$ cat config.mk
export PLATFORM = sky130hd
export DESIGN_NAME = input_conditioner_flat
export DESIGN_NICKNAME = d
export VERILOG_FILES = /design/src/rtl/input_conditioner_pkg.sv /design/src/rtl/input_conditioner_if.sv /design/src/rtl/input_conditioner_debounce.sv /design/src/rtl/input_conditioner.sv /design/src/flat_wrapper.sv
export SDC_FILE = /design/constraint.sdc
export NUM_CORES = 1
export LEC_CHECK = 0
export CORE_MARGIN = 2
export CORE_UTILIZATION = 44
export DETAILED_ROUTE_END_ITERATION = 10
export HOLD_SLACK_MARGIN = 0.1
export SETUP_SLACK_MARGIN = 0.3
export SLEW_MARGIN = 0
export SYNTH_ARGS = -nofsm -noshare
export SYNTH_HDL_FRONTEND = slang
export SYNTH_SLANG_ARGS = --single-unit
$ cat constraint.sdc
create_clock -name clk -period 2.05 [get_ports clk]
set_input_delay 0.205 -clock clk [delete_from_list [all_inputs] [get_ports clk]]
set_output_delay 0.205 -clock clk [all_outputs]
set_load 0.05 [all_outputs]
$ cat src/rtl/input_conditioner_pkg.sv
// Shared constants, repeat-FSM state type and counter sizing helper for the
// input conditioner front end.
package input_cond_pkg;

    localparam int unsigned BTN_TOP = 0;
    localparam int unsigned BTN_BOT = 1;

    typedef enum logic [1:0] {
        IDLE,
        PRESSED,
        REPEAT
    } rpt_state_t;

    // Bits needed to hold 0..term; never narrower than one bit.
    function automatic int unsigned cnt_width(input int unsigned term);
        return (term == 0) ? 1 : $clog2(term + 1);
    endfunction

endpackage

$ cat src/rtl/input_conditioner_if.sv
// Button/tick bundle between the board-facing stimulus and the conditioner.
interface input_conditioner_if;

    logic [1:0] btn;
    logic       tick_clr;
    logic       tick;
    logic [1:0] btn_lvl;
    logic [1:0] btn_press;
    logic       run;

    modport master (
        output btn,
        output tick_clr,
        input  tick,
        input  btn_lvl,
        input  btn_press,
        input  run
    );

    modport slave (
        input  btn,
        input  tick_clr,
        output tick,
        output btn_lvl,
        output btn_press,
        output run
    );

endinterface

$ cat src/rtl/input_conditioner_debounce.sv
// One button: two-flop synchronizer, debounce filter, press edge detect and
// hold/auto-repeat state machine.
module btn_debounce
    import input_cond_pkg::*;
#(
    parameter int unsigned DEBOUNCE_CYCLES = 1000000,
    parameter int unsigned HOLD_CYCLES     = 25000000,
    parameter int unsigned REPEAT_CYCLES   = 5000000
) (
    input  logic clk,
    input  logic rst_n,
    input  logic btn_n,
    output logic lvl,
    output logic press,
    output logic first_press
);

    localparam int unsigned DEB_W     = cnt_width(DEBOUNCE_CYCLES - 1);
    localparam int unsigned HOLD_TERM = (HOLD_CYCLES > REPEAT_CYCLES) ?
                                        HOLD_CYCLES - 1 : REPEAT_CYCLES - 1;
    localparam int unsigned HOLD_W    = cnt_width(HOLD_TERM);

    localparam logic [DEB_W-1:0]  DEB_LAST  = DEB_W'(DEBOUNCE_CYCLES - 1);
    localparam logic [HOLD_W-1:0] HOLD_LAST = HOLD_W'(HOLD_CYCLES - 1);
    localparam logic [HOLD_W-1:0] REP_LAST  = HOLD_W'(REPEAT_CYCLES - 1);

    logic              sync1;
    logic              sync2;
    logic              pressed_s;
    logic              stable;
    logic [DEB_W-1:0]  db_cnt;
    logic [HOLD_W-1:0] hold_cnt;
    rpt_state_t        state;

    always_ff @(posedge clk or negedge rst_n) begin
        if (!rst_n) begin
            sync1 <= 1'b1;
            sync2 <= 1'b1;
        end else begin
            sync1 <= btn_n;
            sync2 <= sync1;
        end
    end

    assign pressed_s = ~sync2;

    always_ff @(posedge clk or negedge rst_n) begin
        if (!rst_n) begin
            stable <= 1'b0;
            db_cnt <= '0;
        end else if (pressed_s == stable) begin
            db_cnt <= '0;
        end else if (db_cnt == DEB_LAST) begin
            stable <= pressed_s;
            db_cnt <= '0;
        end else begin
            db_cnt <= db_cnt + 1'b1;
        end
    end

    // IDLE only ever sees stable=1 on the first cycle after a rise, so the
    // state register doubles as the registered edge detector.
    always_ff @(posedge clk or negedge rst_n) begin
        if (!rst_n) begin
            state       <= IDLE;
            hold_cnt    <= '0;
            press       <= 1'b0;
            first_press <= 1'b0;
        end else begin
            press       <= 1'b0;
            first_press <= 1'b0;
            case (state)
                IDLE: begin
                    if (stable) begin
                        state       <= PRESSED;
                        hold_cnt    <= HOLD_W'(1);
                        press       <= 1'b1;
                        first_press <= 1'b1;
                    end
                end
                PRESSED: begin
                    if (!stable) begin
                        state    <= IDLE;
                        hold_cnt <= '0;
                    end else if (hold_cnt == HOLD_LAST) begin
                        state    <= REPEAT;
                        hold_cnt <= '0;
                        press    <= 1'b1;
                    end else begin
                        hold_cnt <= hold_cnt + 1'b1;
                    end
                end
                REPEAT: begin
                    if (!stable) begin
                        state    <= IDLE;
                        hold_cnt <= '0;
                    end else if (hold_cnt == REP_LAST) begin
                        hold_cnt <= '0;
                        press    <= 1'b1;
                    end else begin
                        hold_cnt <= hold_cnt + 1'b1;
                    end
                end
                default: begin
                    state    <= IDLE;
                    hold_cnt <= '0;
                end
            endcase
        end
    end

    assign lvl = stable;

endmodule

$ cat src/rtl/input_conditioner.sv
// Front end for the clock/stopwatch datapath: 1 Hz count enable, two
// conditioned buttons and the run/pause toggle.
module input_conditioner
    import input_cond_pkg::*;
#(
    parameter int unsigned CLK_HZ          = 50000000,
    parameter int unsigned TICK_HZ         = 1,
    parameter int unsigned DEBOUNCE_CYCLES = 1000000,
    parameter int unsigned HOLD_CYCLES     = 25000000,
    parameter int unsigned REPEAT_CYCLES   = 5000000
) (
    input  logic                clk,
    input  logic                rst_n,
    input_conditioner_if.slave  bus
);

    localparam int unsigned DIV   = CLK_HZ / TICK_HZ;
    localparam int unsigned DIV_W = cnt_width(DIV - 1);
    localparam logic [DIV_W-1:0] DIV_LAST = DIV_W'(DIV - 1);

    logic [DIV_W-1:0] div_cnt;
    logic [1:0]       lvl;
    logic [1:0]       press;
    logic             first_top;
    logic             unused_first_bot;
    logic             run_q;

    always_ff @(posedge clk or negedge rst_n) begin
        if (!rst_n) begin
            div_cnt <= '0;
        end else if (bus.tick_clr || (div_cnt == DIV_LAST)) begin
            div_cnt <= '0;
        end else begin
            div_cnt <= div_cnt + 1'b1;
        end
    end

    btn_debounce #(
        .DEBOUNCE_CYCLES (DEBOUNCE_CYCLES),
        .HOLD_CYCLES     (HOLD_CYCLES),
        .REPEAT_CYCLES   (REPEAT_CYCLES)
    ) u_btn_top (
        .clk         (clk),
        .rst_n       (rst_n),
        .btn_n       (bus.btn[BTN_TOP]),
        .lvl         (lvl[BTN_TOP]),
        .press       (press[BTN_TOP]),
        .first_press (first_top)
    );

    btn_debounce #(
        .DEBOUNCE_CYCLES (DEBOUNCE_CYCLES),
        .HOLD_CYCLES     (HOLD_CYCLES),
        .REPEAT_CYCLES   (REPEAT_CYCLES)
    ) u_btn_bot (
        .clk         (clk),
        .rst_n       (rst_n),
        .btn_n       (bus.btn[BTN_BOT]),
        .lvl         (lvl[BTN_BOT]),
        .press       (press[BTN_BOT]),
        .first_press (unused_first_bot)
    );

    // Repeat pulses must not toggle run, hence first_press rather than press.
    always_ff @(posedge clk or negedge rst_n) begin
        if (!rst_n) begin
            run_q <= 1'b0;
        end else if (first_top) begin
            run_q <= ~run_q;
        end
    end

    always_comb begin
        bus.tick      = (div_cnt == DIV_LAST) && !bus.tick_clr;
        bus.btn_lvl   = lvl;
        bus.btn_press = press;
        bus.run       = run_q;
    end

endmodule

$ cat src/flat_wrapper.sv
// flat-port wrapper written by rule: the top's interface ports become plain ports
module input_conditioner_flat import input_cond_pkg::*;
#(
    parameter int unsigned CLK_HZ          = 50000000,
    parameter int unsigned TICK_HZ         = 1,
    parameter int unsigned DEBOUNCE_CYCLES = 1000000,
    parameter int unsigned HOLD_CYCLES     = 25000000,
    parameter int unsigned REPEAT_CYCLES   = 5000000
)
  (clk, rst_n, bus_btn, bus_tick_clr, bus_tick, bus_btn_lvl, bus_btn_press, bus_run);
  input_conditioner_if bus_i ();
  input  logic clk;
  input  logic rst_n;
  input wire logic [$bits(bus_i.btn)-1:0] bus_btn;
  input wire logic [$bits(bus_i.tick_clr)-1:0] bus_tick_clr;
  output wire logic [$bits(bus_i.tick)-1:0] bus_tick;
  output wire logic [$bits(bus_i.btn_lvl)-1:0] bus_btn_lvl;
  output wire logic [$bits(bus_i.btn_press)-1:0] bus_btn_press;
  output wire logic [$bits(bus_i.run)-1:0] bus_run;
  assign bus_i.btn = bus_btn;
  assign bus_i.tick_clr = bus_tick_clr;
  assign bus_tick = bus_i.tick;
  assign bus_btn_lvl = bus_i.btn_lvl;
  assign bus_btn_press = bus_i.btn_press;
  assign bus_run = bus_i.run;
  input_conditioner #(.CLK_HZ(CLK_HZ), .TICK_HZ(TICK_HZ), .DEBOUNCE_CYCLES(DEBOUNCE_CYCLES), .HOLD_CYCLES(HOLD_CYCLES), .REPEAT_CYCLES(REPEAT_CYCLES)) u_core (.clk(clk), .rst_n(rst_n), .bus(bus_i));
endmodule
==> run summary <==
Dpl ws: -189 ps
Layout Nets: 964
Top Ports: 11
Initial core utilization: 0.451
Area post-placement: 8460 µm²
Post-synthesis sequential area ratio: 0.435
Area leader, netlist: dfrtp_1
Vias per cell: 5.81
Area occupied by registers: 3260 µm²
Max incr delay on CP: 550 ps
Hold/Removal Path Class: in2reg
Crit-path leading delay family: simple AND/OR/NAND/NOR gates
Final Non-Filler Cells: 1179
Area share of the largest cell type after synthesis: 0.421
Cell Area, Synth: 7480 µm²
Layout fillers: 1312
Die width: 134 µm
Clk root buf: clkbuf_16
Final Hold Fails: 0
Warnings from Yosys: 0
Worst skew pair latency: 420 ps
Total vias in the final route: 6847
Commonest cells post-synth: dfrtp_1, nor2_1, nand2_1
Total wire length: 20000 µm
Dpl cells: 1103
DRC violations left: 0
Grt total ovfl: 0
Avg Cell Area, Syn: 8.89 µm²
Hpwl dp: 12300 µm
Gr usage total: 0.216
Gpl congestion: 0.891
Worst Path Buf+Inv: 1
CP Max Fanout: 6
Ys flop type: dfrtp_1
Crit path cell chain: or4_4 -> nor4_4 -> a41oi_4 -> buf_6 -> o21ai_4 -> o211ai_1
Syn-to-layout area delta: 36.2%
Final Hold Slack: 196 ps
IO buf count: 10
TritonCTS Buffers: 17
Final WS setup: -2.26 ps
RSZ-0062 raised after global routing: true
Final period util: 1.00
Worst endpoint required time: 2330 ps
Run status: complete, but fails checks
Die area: 18100 µm²
Die Y: 134 µm
DRT Pass-1 Iters: 5
Maxcap violations: 0
Antenna Nets Post-Route: 0
Multi-input gate area: 4610 µm²
Initial antenna violation count: 0
CTS Buffer Depth: 2
EDFF count, synth: 0
CTS H-tree lvls: 4
Slew headroom: 0.657
Worst Setup End Kind: flip-flop
Power Density: 587 nW/µm²
Failing checks: setup timing
Worst Skew: 8.62 ps
Total core area: 16600 µm²
Synth unique cells: 59
Static Leak: 4.24 nW
DR WL/cell: 17.0 µm
First-pass GRT wire length: 32000 µm
Syn Nets: 860
Critical Path Source Type: flip-flop
Maximum vdd drop: 0.554 mV
Diode count: 0
Synth area leaders: dfrtp_1, nor2_1, nand2_1
Initial DRC count: 478
Clock net sink count: 130
Worst-Margin Slew: 510 ps
Setup-failing EPs final: 1
CTS clk-pin slew, worst paths: 60 ps
Worst Path Arrival: 2340 ps
FMAX: 487 MHz
Vias in the first global route: 6544
Largest net degree at the start of global routing: 51
Count leader, synth: dfrtp_1
# rows: 47
FFs w/ async S/R, synth: 1.00
WS Path Type: reg2reg
Final Critical Period: 2050 ps
CTS tree: yes
Final setup TNS: -2.26 ps
#FFs+latches synth: 130
Crit path max-delay cell type: or4_4
Pins Over Slew Limit: 0
Post-Synthesis Cells: 842
Design Area, Final: 10200 µm²
Layout cell share with drive strength beyond 1: 0.296
[path summary, 6_finish.rpt]
path / startpoint / to / slack (ps) / depth (start not counted)
max: u_core.u_btn_bot.hold_cnt[16] / u_core.u_btn_bot.hold_cnt[24] / -2 / 6
min: bus_btn[1] / u_core.u_btn_bot.sync1 / 200 / 1
max reg2reg: u_core.u_btn_bot.hold_cnt[16] / u_core.u_btn_bot.hold_cnt[24] / -2 / 6
min reg2reg: u_core.u_btn_top.sync1 / u_core.u_btn_top.sync2 / 360 / 0
max in group asynchronous: rst_n / u_core.u_btn_bot.sync2 / 1090 / 3
min in group asynchronous: rst_n / u_core.u_btn_bot.hold_cnt[18] / 300 / 2
[routing by layer]
layer	part of all wire	up-vias	track usage
met1	0.44	3420	0.285
li1	-	3236	-
met3	0.036	29	0.0404
met4	0.015	0	0.0754
met5	0	-	0
met2	0.51	162	0.358
[area by class of cell]
cell class	count	area share
Multi-Input combinational cell	631	0.452
Sequential cell	130	0.320
Timing Repair Buffer	130	0.127
Clock buffer	24	0.0482
Tap cell	220	0.0270
Inverter	36	0.0133
Clock inverter	8	0.0124
[timing repair]
item	in CTS	in global routing
hold buffers	1	0
resized for setup	51	115
endpoints found under the setup margin	99	122
hold endpoints to repair	48	0
setup buffers	18	14
pin swaps	30	55
cloned	5	6
[per-stage QoR]
stage               utilization  total power [mW]
finish                    0.615              5.99
global route              0.615              6.19
CTS                       0.574              5.97
detailed placement        0.510              2.78
global placement          0.510              2.78
floorplan                     -              2.69
[power by group]
part / internal (mW) / switching (mW) / leakage (nW)
logic: 0.0852 / 0.121 / 2.16
clock network: 2.04 / 1.13 / 0.293
registers: 2.59 / 0.0200 / 1.79
total: 4.72 / 1.27 / 4.24
[sequential cells by signal, indices dropped and copies added (netlist names), 2 cells and up]
register	count
u_core.div_cnt	26
u_core.u_btn_bot.db_cnt	20
u_core.u_btn_bot.hold_cnt	25
u_core.u_btn_bot.state	2
u_core.u_btn_top.db_cnt	20
u_core.u_btn_top.hold_cnt	25
u_core.u_btn_top.state	2
[layout by cell type, fill, tap and decap left out, types with 4 or more instances in the layout]
| cell | count |
|---|---|
| buf_12 | 13 |
| o221ai_2 | 15 |
| nand2_1 | 107 |
| nand4_1 | 34 |
| and3_1 | 15 |
| and2_1 | 14 |
| nor4_2 | 4 |
| clkbuf_8 | 4 |
| nor2_1 | 84 |
| or2_2 | 12 |
| xor2_1 | 31 |
| ha_1 | 9 |
| o2111ai_1 | 7 |
| o2111ai_2 | 12 |
| xnor2_1 | 28 |
| nand3_1 | 41 |
| nor2b_1 | 11 |
| inv_1 | 36 |
| dfrtp_1 | 124 |
| nor3_1 | 14 |
| a22oi_1 | 6 |
| a21oi_1 | 7 |
| nor2_4 | 22 |
| buf_6 | 12 |
| and4_1 | 10 |
| nor2_2 | 4 |
| nor4_1 | 15 |
| clkbuf_16 | 19 |
| or4_1 | 4 |
| buf_4 | 90 |
| o211ai_1 | 21 |
| dfstp_2 | 4 |
| o21a_1 | 6 |
| nor4_4 | 5 |
| o221ai_1 | 8 |
[cells by family after synthesis]
family          Yosys count  synth area share
xor+xnor                 60            0.0702
fa+ha+maj                13            0.0217
flops                   130             0.435
buf+inv                  85            0.0510
simple gates            435             0.297
compound gates          119             0.125
(Power assumes the default switching activity.)
